<file path="config.mk">
export PLATFORM = sky130hd
export DESIGN_NAME = door_lock_ctrl
export DESIGN_NICKNAME = d
export VERILOG_FILES = /design/src/rtl/door_lock_ctrl.sv
export SDC_FILE = /design/constraint.sdc
export NUM_CORES = 1
export LEC_CHECK = 0
export CORE_AREA = 10 10 66 68
export DETAILED_ROUTE_END_ITERATION = 10
export DIE_AREA = 0 0 76 78
export PLACE_DENSITY_LB_ADDON = 0.12
export SYNTH_ARGS = -nofsm -noshare
export SYNTH_HDL_FRONTEND = slang
export SYNTH_SLANG_ARGS = --single-unit
</file>
<file path="constraint.sdc">
create_clock -name clk -period 4 [get_ports clk]
set_input_delay 0.6 -clock clk [delete_from_list [all_inputs] [get_ports clk]]
set_output_delay 0.6 -clock clk [all_outputs]
set_load 0.01 [all_outputs]
</file>
<file path="src/rtl/door_lock_ctrl.sv">
// rtl/door_lock_ctrl.sv - door-lock controller: fingerprint/PIN access, failure counting, timed lockout
module door_lock_ctrl #(
  parameter logic [15:0] PIN           = 16'h1234,
  parameter int          MAX_FAIL      = 3,
  parameter int          OPEN_CYCLES   = 50,
  parameter int          LOCK_CYCLES   = 100,
  parameter int          ENTRY_TIMEOUT = 200
) (
  input  logic       clk,
  input  logic       reset,
  input  logic       s,
  input  logic       fp_valid,
  input  logic [3:0] num,
  input  logic       key_valid,
  output logic       open,
  output logic       alarm,
  output logic [1:0] fail_cnt,
  output logic [2:0] digit_cnt,
  output logic       err
);

  localparam int TMAX_OL = (OPEN_CYCLES > LOCK_CYCLES) ? OPEN_CYCLES : LOCK_CYCLES;
  localparam int TMAX    = (TMAX_OL > ENTRY_TIMEOUT) ? TMAX_OL : ENTRY_TIMEOUT;
  localparam int TW      = $clog2(TMAX + 1);

  localparam logic [TW-1:0] OPEN_LAST  = TW'(OPEN_CYCLES - 1);
  localparam logic [TW-1:0] LOCK_LAST  = TW'(LOCK_CYCLES - 1);
  localparam logic [TW-1:0] ENTRY_LAST = TW'(ENTRY_TIMEOUT - 1);
  localparam logic [TW-1:0] TIMER_ONE  = TW'(1);
  localparam logic [1:0]    FAIL_LIMIT = 2'(MAX_FAIL);
  localparam logic [3:0]    KEY_ENTER  = 4'hA;
  localparam logic [3:0]    KEY_CLEAR  = 4'hB;

  typedef enum logic [1:0] {
    S_IDLE,
    S_ENTRY,
    S_OPEN,
    S_LOCKOUT
  } state_t;

  state_t        state, state_n;
  logic [TW-1:0] timer, timer_n;
  logic [15:0]   entry_buf, buf_n;
  logic [2:0]    dcnt_n;
  logic          overflow, ovf_n;
  logic [1:0]    fcnt_n, fail_next;
  logic          err_n;
  logic          is_digit, pin_ok;
  logic          do_open, do_fail, do_clear, tmr_clr;

  assign is_digit  = (num <= 4'd9);
  assign pin_ok    = (digit_cnt == 3'd4) && !overflow && (entry_buf == PIN);
  assign fail_next = fail_cnt + 2'd1;

  // Registered state, entry buffer, counters and outputs; outputs follow the next state.
  always_ff @(posedge clk or posedge reset) begin
    if (reset) begin
      state     <= S_IDLE;
      timer     <= '0;
      entry_buf <= '0;
      digit_cnt <= '0;
      overflow  <= 1'b0;
      fail_cnt  <= '0;
      err       <= 1'b0;
      open      <= 1'b0;
      alarm     <= 1'b0;
    end else begin
      state     <= state_n;
      timer     <= timer_n;
      entry_buf <= buf_n;
      digit_cnt <= dcnt_n;
      overflow  <= ovf_n;
      fail_cnt  <= fcnt_n;
      err       <= err_n;
      open      <= (state_n == S_OPEN);
      alarm     <= (state_n == S_LOCKOUT);
    end
  end

  // Next-state decision: fingerprint beats keys, grant/fail actions applied after the state case.
  always_comb begin
    state_n  = state;
    buf_n    = entry_buf;
    dcnt_n   = digit_cnt;
    ovf_n    = overflow;
    fcnt_n   = fail_cnt;
    err_n    = 1'b0;
    do_open  = 1'b0;
    do_fail  = 1'b0;
    do_clear = 1'b0;
    tmr_clr  = 1'b0;

    case (state)
      S_IDLE: begin
        if (fp_valid) begin
          do_open = !s;
          do_fail = s;
        end else if (key_valid && is_digit) begin
          state_n = S_ENTRY;
          buf_n   = {12'h000, num};
          dcnt_n  = 3'd1;
          ovf_n   = 1'b0;
        end
      end
      S_ENTRY: begin
        if (fp_valid) begin
          do_open = !s;
          do_fail = s;
        end else if (key_valid) begin
          tmr_clr = 1'b1;
          if (is_digit) begin
            if (digit_cnt < 3'd4) begin
              buf_n  = {entry_buf[11:0], num};
              dcnt_n = digit_cnt + 3'd1;
            end else begin
              ovf_n = 1'b1;
            end
          end else if (num == KEY_ENTER) begin
            do_open = pin_ok;
            do_fail = !pin_ok;
          end else if (num == KEY_CLEAR) begin
            state_n  = S_IDLE;
            do_clear = 1'b1;
          end
        end else if (timer == ENTRY_LAST) begin
          state_n  = S_IDLE;
          do_clear = 1'b1;
        end
      end
      S_OPEN: begin
        if (timer == OPEN_LAST) state_n = S_IDLE;
      end
      S_LOCKOUT: begin
        if (timer == LOCK_LAST) begin
          state_n = S_IDLE;
          fcnt_n  = 2'd0;
        end
      end
      default: state_n = S_IDLE;
    endcase

    if (do_open) begin
      state_n  = S_OPEN;
      fcnt_n   = 2'd0;
      do_clear = 1'b1;
    end
    if (do_fail) begin
      err_n    = 1'b1;
      fcnt_n   = fail_next;
      do_clear = 1'b1;
      state_n  = (fail_next == FAIL_LIMIT) ? S_LOCKOUT : S_IDLE;
    end
    if (do_clear) begin
      buf_n  = '0;
      dcnt_n = 3'd0;
      ovf_n  = 1'b0;
    end

    if (state_n != state || state_n == S_IDLE || tmr_clr) timer_n = '0;
    else                                                  timer_n = timer + TIMER_ONE;
  end

endmodule
</file>
* Word-level counts from Yosys, hierarchy flattened
Cells that the tools add are included.
** Cells by class
- $lt $le $gt $ge :: 2
- Muxes and demuxes :: 68
- Equality and inequality tests :: 21
- $add $sub $neg :: 3
- Reductions and logical operators :: 16
** Operators with widths (number)
- $mux W16 :: 7
- $mux W2 :: 17
- $pmux W16 S2 :: 1
- $mux W1 :: 30
- $mux W3 :: 7
- $ne A3 B3 Y1 const B :: 7
- $eq A16 B13 Y1 const B :: 1
- $reduce_and A7 Y1 :: 2
- $eq A2 B2 Y1 const B :: 5
- $reduce_bool A3 Y1 :: 3
- $add A8 B1 Y8 const B :: 1
- $eq A4 B4 Y1 const B :: 2
- $eq A8 B6 Y1 const B :: 1
- $eq A8 B7 Y1 const B :: 1
- $eq A8 B8 Y1 const B :: 1
- $mux W8 :: 1
- $pmux W2 S4 :: 1
- $pmux W1 S2 :: 3
- $pmux W3 S2 :: 1
- $le A4 B4 Y1 const B :: 1
- $logic_not A2 Y1 :: 2
- $add A3 B1 Y3 const B :: 1
- $eq A3 B3 Y1 const B :: 1
- $logic_and A1 B1 Y1 :: 3
- 7 further kinds :: 10
** Word-level totals
- Output and inout bits :: 8
- Input port bits :: 9
- Logic and storage cells :: 119
- Register bits :: 35

* Depth between registers and ports, before layout
- Depth in word-level cells :: 14
- Mapped depth :: 8
- Mapped depth without buffers :: 7

* Worst setup path before layout
No wires, ideal clock.
- Path kind :: input to register
- Start :: input key_valid
- End :: register entry_buf[12]
- Stages :: 6
- Setup slack :: 1.962 ns
- Setup time :: 0.121 ns
- Buffers on the path :: 1
- Data required time :: 3.879 ns
- Arrival :: 1.917 ns
- Cells stage by stage :: or3b_4 o32ai_4 nor3b_1 and2_1 buf_4 a22o_1
** Between the ends
- Longest elaborated chain between the ends :: 7
- Elaborated cells between the ends (all ways) :: 21
- Those cells by class :: eq/ne: 6; mux: 12; reduce/logical: 3
** Ends and longest elaborated chain
- start: declaration :: RTL line 14 : input logic key_valid,
- $mux W1 :: RTL line 109 : end else if (key_valid) begin
- $mux W1 :: RTL line 106 : if (fp_valid) begin
- $pmux W1 S2 / $mux W1 (equally long branches) :: RTL line 93 : case (state)
- $mux W1 :: RTL line 142 : if (do_open) begin
- $mux W1 :: RTL line 147 : if (do_fail) begin
- $ne A3 B3 Y1 (no source line) / $reduce_bool A3 Y1 (equally long branches)
- $reduce_and A7 Y1 (no source line)
- end signal: assignment :: RTL line 70 : entry_buf <= buf_n;
- end: declaration :: RTL line 43 : logic [15:0] entry_buf, buf_n;
Parallel ways exist; a longest one is shown, timed or not.
A chain may end at the register's enable or synchronous reset.

* Final worst setup path
- Start :: input fp_valid
- End :: register entry_buf[10]
** Between the ends
- Longest elaborated chain between the ends :: 6
- Elaborated cells between the ends (all ways) :: 19
- Those cells by class :: eq/ne: 6; mux: 11; reduce/logical: 2
** Ends and longest elaborated chain
- start: declaration :: RTL line 12 : input logic fp_valid,
- $mux W1, on equally long branches :: RTL line 106, 95
- $pmux W1 S2 / $mux W1 (equally long branches) :: RTL line 93
- $mux W1 :: RTL line 142
- $mux W1 :: RTL line 147
- $ne A3 B3 Y1 (no source line) / $reduce_bool A3 Y1 (equally long branches)
- $reduce_and A7 Y1 (no source line)
Parallel ways exist; a longest one is shown, timed or not.

==> results.cfg <==
[placement]
gp_congestion = 0.930
post_dp_cell_area_um2 = 1980
placed_cells = 227
io_buffers = 16
hpwlAfterDp_um = 2950

[finish]
fill_cells = 261
syn2layout_area_growth_pct = 13.0
fin_area_um2 = 2030
drive_gt1_frac = 0.0635
multi_input_area_um2 = 836
fin_cells = 235
antennaDiodeCount = 0
register_area_um2 = 876
final_nets = 202

[cts]
cts_tree = built
clk_pin_slew_ps = 90
cts_sinks = 35
cts-root-buf = clkbuf_4
cts_hold_buf = 0
clk_latency_ps = 330
clockBufferDepth = 2
post_cts_buffers = 0
cts_inserted_buffers = 5
post_cts_resized = 0
h-tree-depth = 2

[logic_synthesis]
yosysMostFrequentCell = dfrtp_1
ys.flop_type = dfrtp_1
yosys-top-cells-area = dfrtp_1, a22o_1, ha_1
synth-seq-area-share = 0.488
synthXorXnorAreaFrac = 0.0293
syn_nets = 184
synthAdderAreaFrac = 0.0348
async_reset_ff_frac = 1.00
synth_cell_types = 43
synth_edf_count = 0
yosys.area_share.simple = 0.165
synth-compound-area-share = 0.224
ys_ff_latch = 35
synth_area_per_cell_um2 = 10.6
synth_top_family_by_area = compound AO/OA/AOI/OAI gates
synthesis.area_um2 = 1800
postSynthCellCount = 170
yosysWarnings = 0
synth_top_area_frac = 0.488
synth_common_cells = dfrtp_1, a22o_1, nor2_1
synthMuxAreaShare = 0.0125
yosys.area.top_type = dfrtp_1

[floorplan]
die_h_um = 78
core-area_um2 = 3180
io_pins = 17
die_w_um = 76
dieArea_um2 = 5930
start_util = 0.565
row_count = 21

[setup_path]
crit_slowest_cell = clkdlybuf4s50_1
worstSetupEndpointType = register
path_delay_family = simple AND/OR/NAND/NOR gates
criticalPathCategory = in2reg
critPathLaunchType = input pin
worst-path-max-fanout = 13
cp_cell_sequence = clkdlybuf4s50_1 -> nor3b_1 -> nor3b_1 -> and2_1 -> a22o_1
crit_arrival_ps = 2730
worstPathRequired_ps = 4260
cp_num_buf_inv = 1
slowest_delay_ps = 570
cp_common_cell = nor3b_1

[grt]
grt.total_usage = 0.140
grt_max_degree = 36
antenna_found_initial = 0
grt_pass1_wl_um = 6870
gr-total-overflow = 0
grt_pass1_vias = 1486

[route]
firstDrtPassIters = 4
drcViolationCount = 0
routed-via-count = 1424
ant_nets = 0
drt_iter0_drc = 97
routedWlPerCell_um = 16.4
drt-total-wl_um = 3850
avgViaCountPerCell = 6.06

[job]
maxCapViolCount = 0

[sta]
setup-tns-final_ps = 0
drv_slew = 0
min_period_over_period = 0.617
fin_crit_ps = 2470
finalHoldViolCount = 0
slew_headroom = 0.551
worst_pin_slew_ps = 667
skew_ps = 11.7
max_freq_ghz = 0.405
rsz0062_at_grt = false
hold_ws_ps = 510
finalSetupViolCount = 0

[power_and_ir_drop]
max-vdd-ir-drop_uv = 323
p_per_area_nw_per_um2 = 482
p_leak_uw = 0.000883
power.total_uw = 977

[hold_path]
hold_path_class = reg2reg

[run_status]
run_status = finished, final reports clean
-- sequential cells by signal, summed over array words and instances (netlist names) --
signal / count
alarm: 1
fail_cnt: 2
entry_buf: 16
err: 1
open: 1
overflow: 1
timer: 8
digit_cnt: 3
state: 2
-- kinds of logic after synthesis --
family,Yosys count
and+or+nand+nor,55
AOI/OAI and AO/OA,50
DFF,35
buffers and inverters,17
xor gates and xnor gates,6
adders and majority gates,5
muxes,2
-- layer usage --
layer | GRT usage | share of wire | vias up
li1 | - | - | 665
met1 | 0.161 | 0.40 | 707
met2 | 0.233 | 0.53 | 41
met3 | 0.0392 | 0.051 | 11
met4 | 0.0720 | 0.024 | 0
met5 | 0 | 0 | -
-- where the power goes --
part	internal (uW)	switching [uW]
Sequential	419	83.3
Clock	68.5	112
Combinational	146	148
-- final timing paths --
kind                                from            end  slack (ps)  depth (start not counted)
hold / removal             entry_buf[12]  entry_buf[12]         510                          1
hold reg to reg            entry_buf[12]  entry_buf[12]         510                          1
min in group asynchronous          reset       timer[2]         650                          3
setup / recovery                fp_valid  entry_buf[10]        1530                          5
setup reg to reg                timer[0]  entry_buf[10]        1710                          6
max in group asynchronous          reset   entry_buf[0]        3050                          3
-- final cells by class --
| cell class | instances | area share |
|---|---|---|
| clock buffers | 7 | 0.0222 |
| clock inverters | 1 | 0.00247 |
| inverters | 11 | 0.0204 |
| multi-input cells | 118 | 0.412 |
| flip-flops and latches | 35 | 0.432 |
| well taps | 46 | 0.0284 |
| repair buffers | 17 | 0.0827 |
-- placed cells by master (no fill, tap or decap), types with 5 or more instances in the layout --
master / count
o21ai_0: 5
inv_1: 11
clkbuf_4: 5
nor2_1: 16
nand3_1: 7
dfrtp_1: 35
a21oi_1: 6
xor2_1: 5
ha_1: 5
a22o_1: 17
clkdlybuf4s50_1: 16
nand2_1: 8
-- stage by stage --
| step | setup WS (ps) | util |
|---|---|---|
| floorplan | 1960 | - |
| global route | 1390 | 0.638 |
| global placement | 1280 | 0.622 |
| finish | 1530 | 0.638 |
| CTS | 1560 | 0.638 |
| detailed placement | 1230 | 0.622 |
Power figures use the tool's default switching activity.
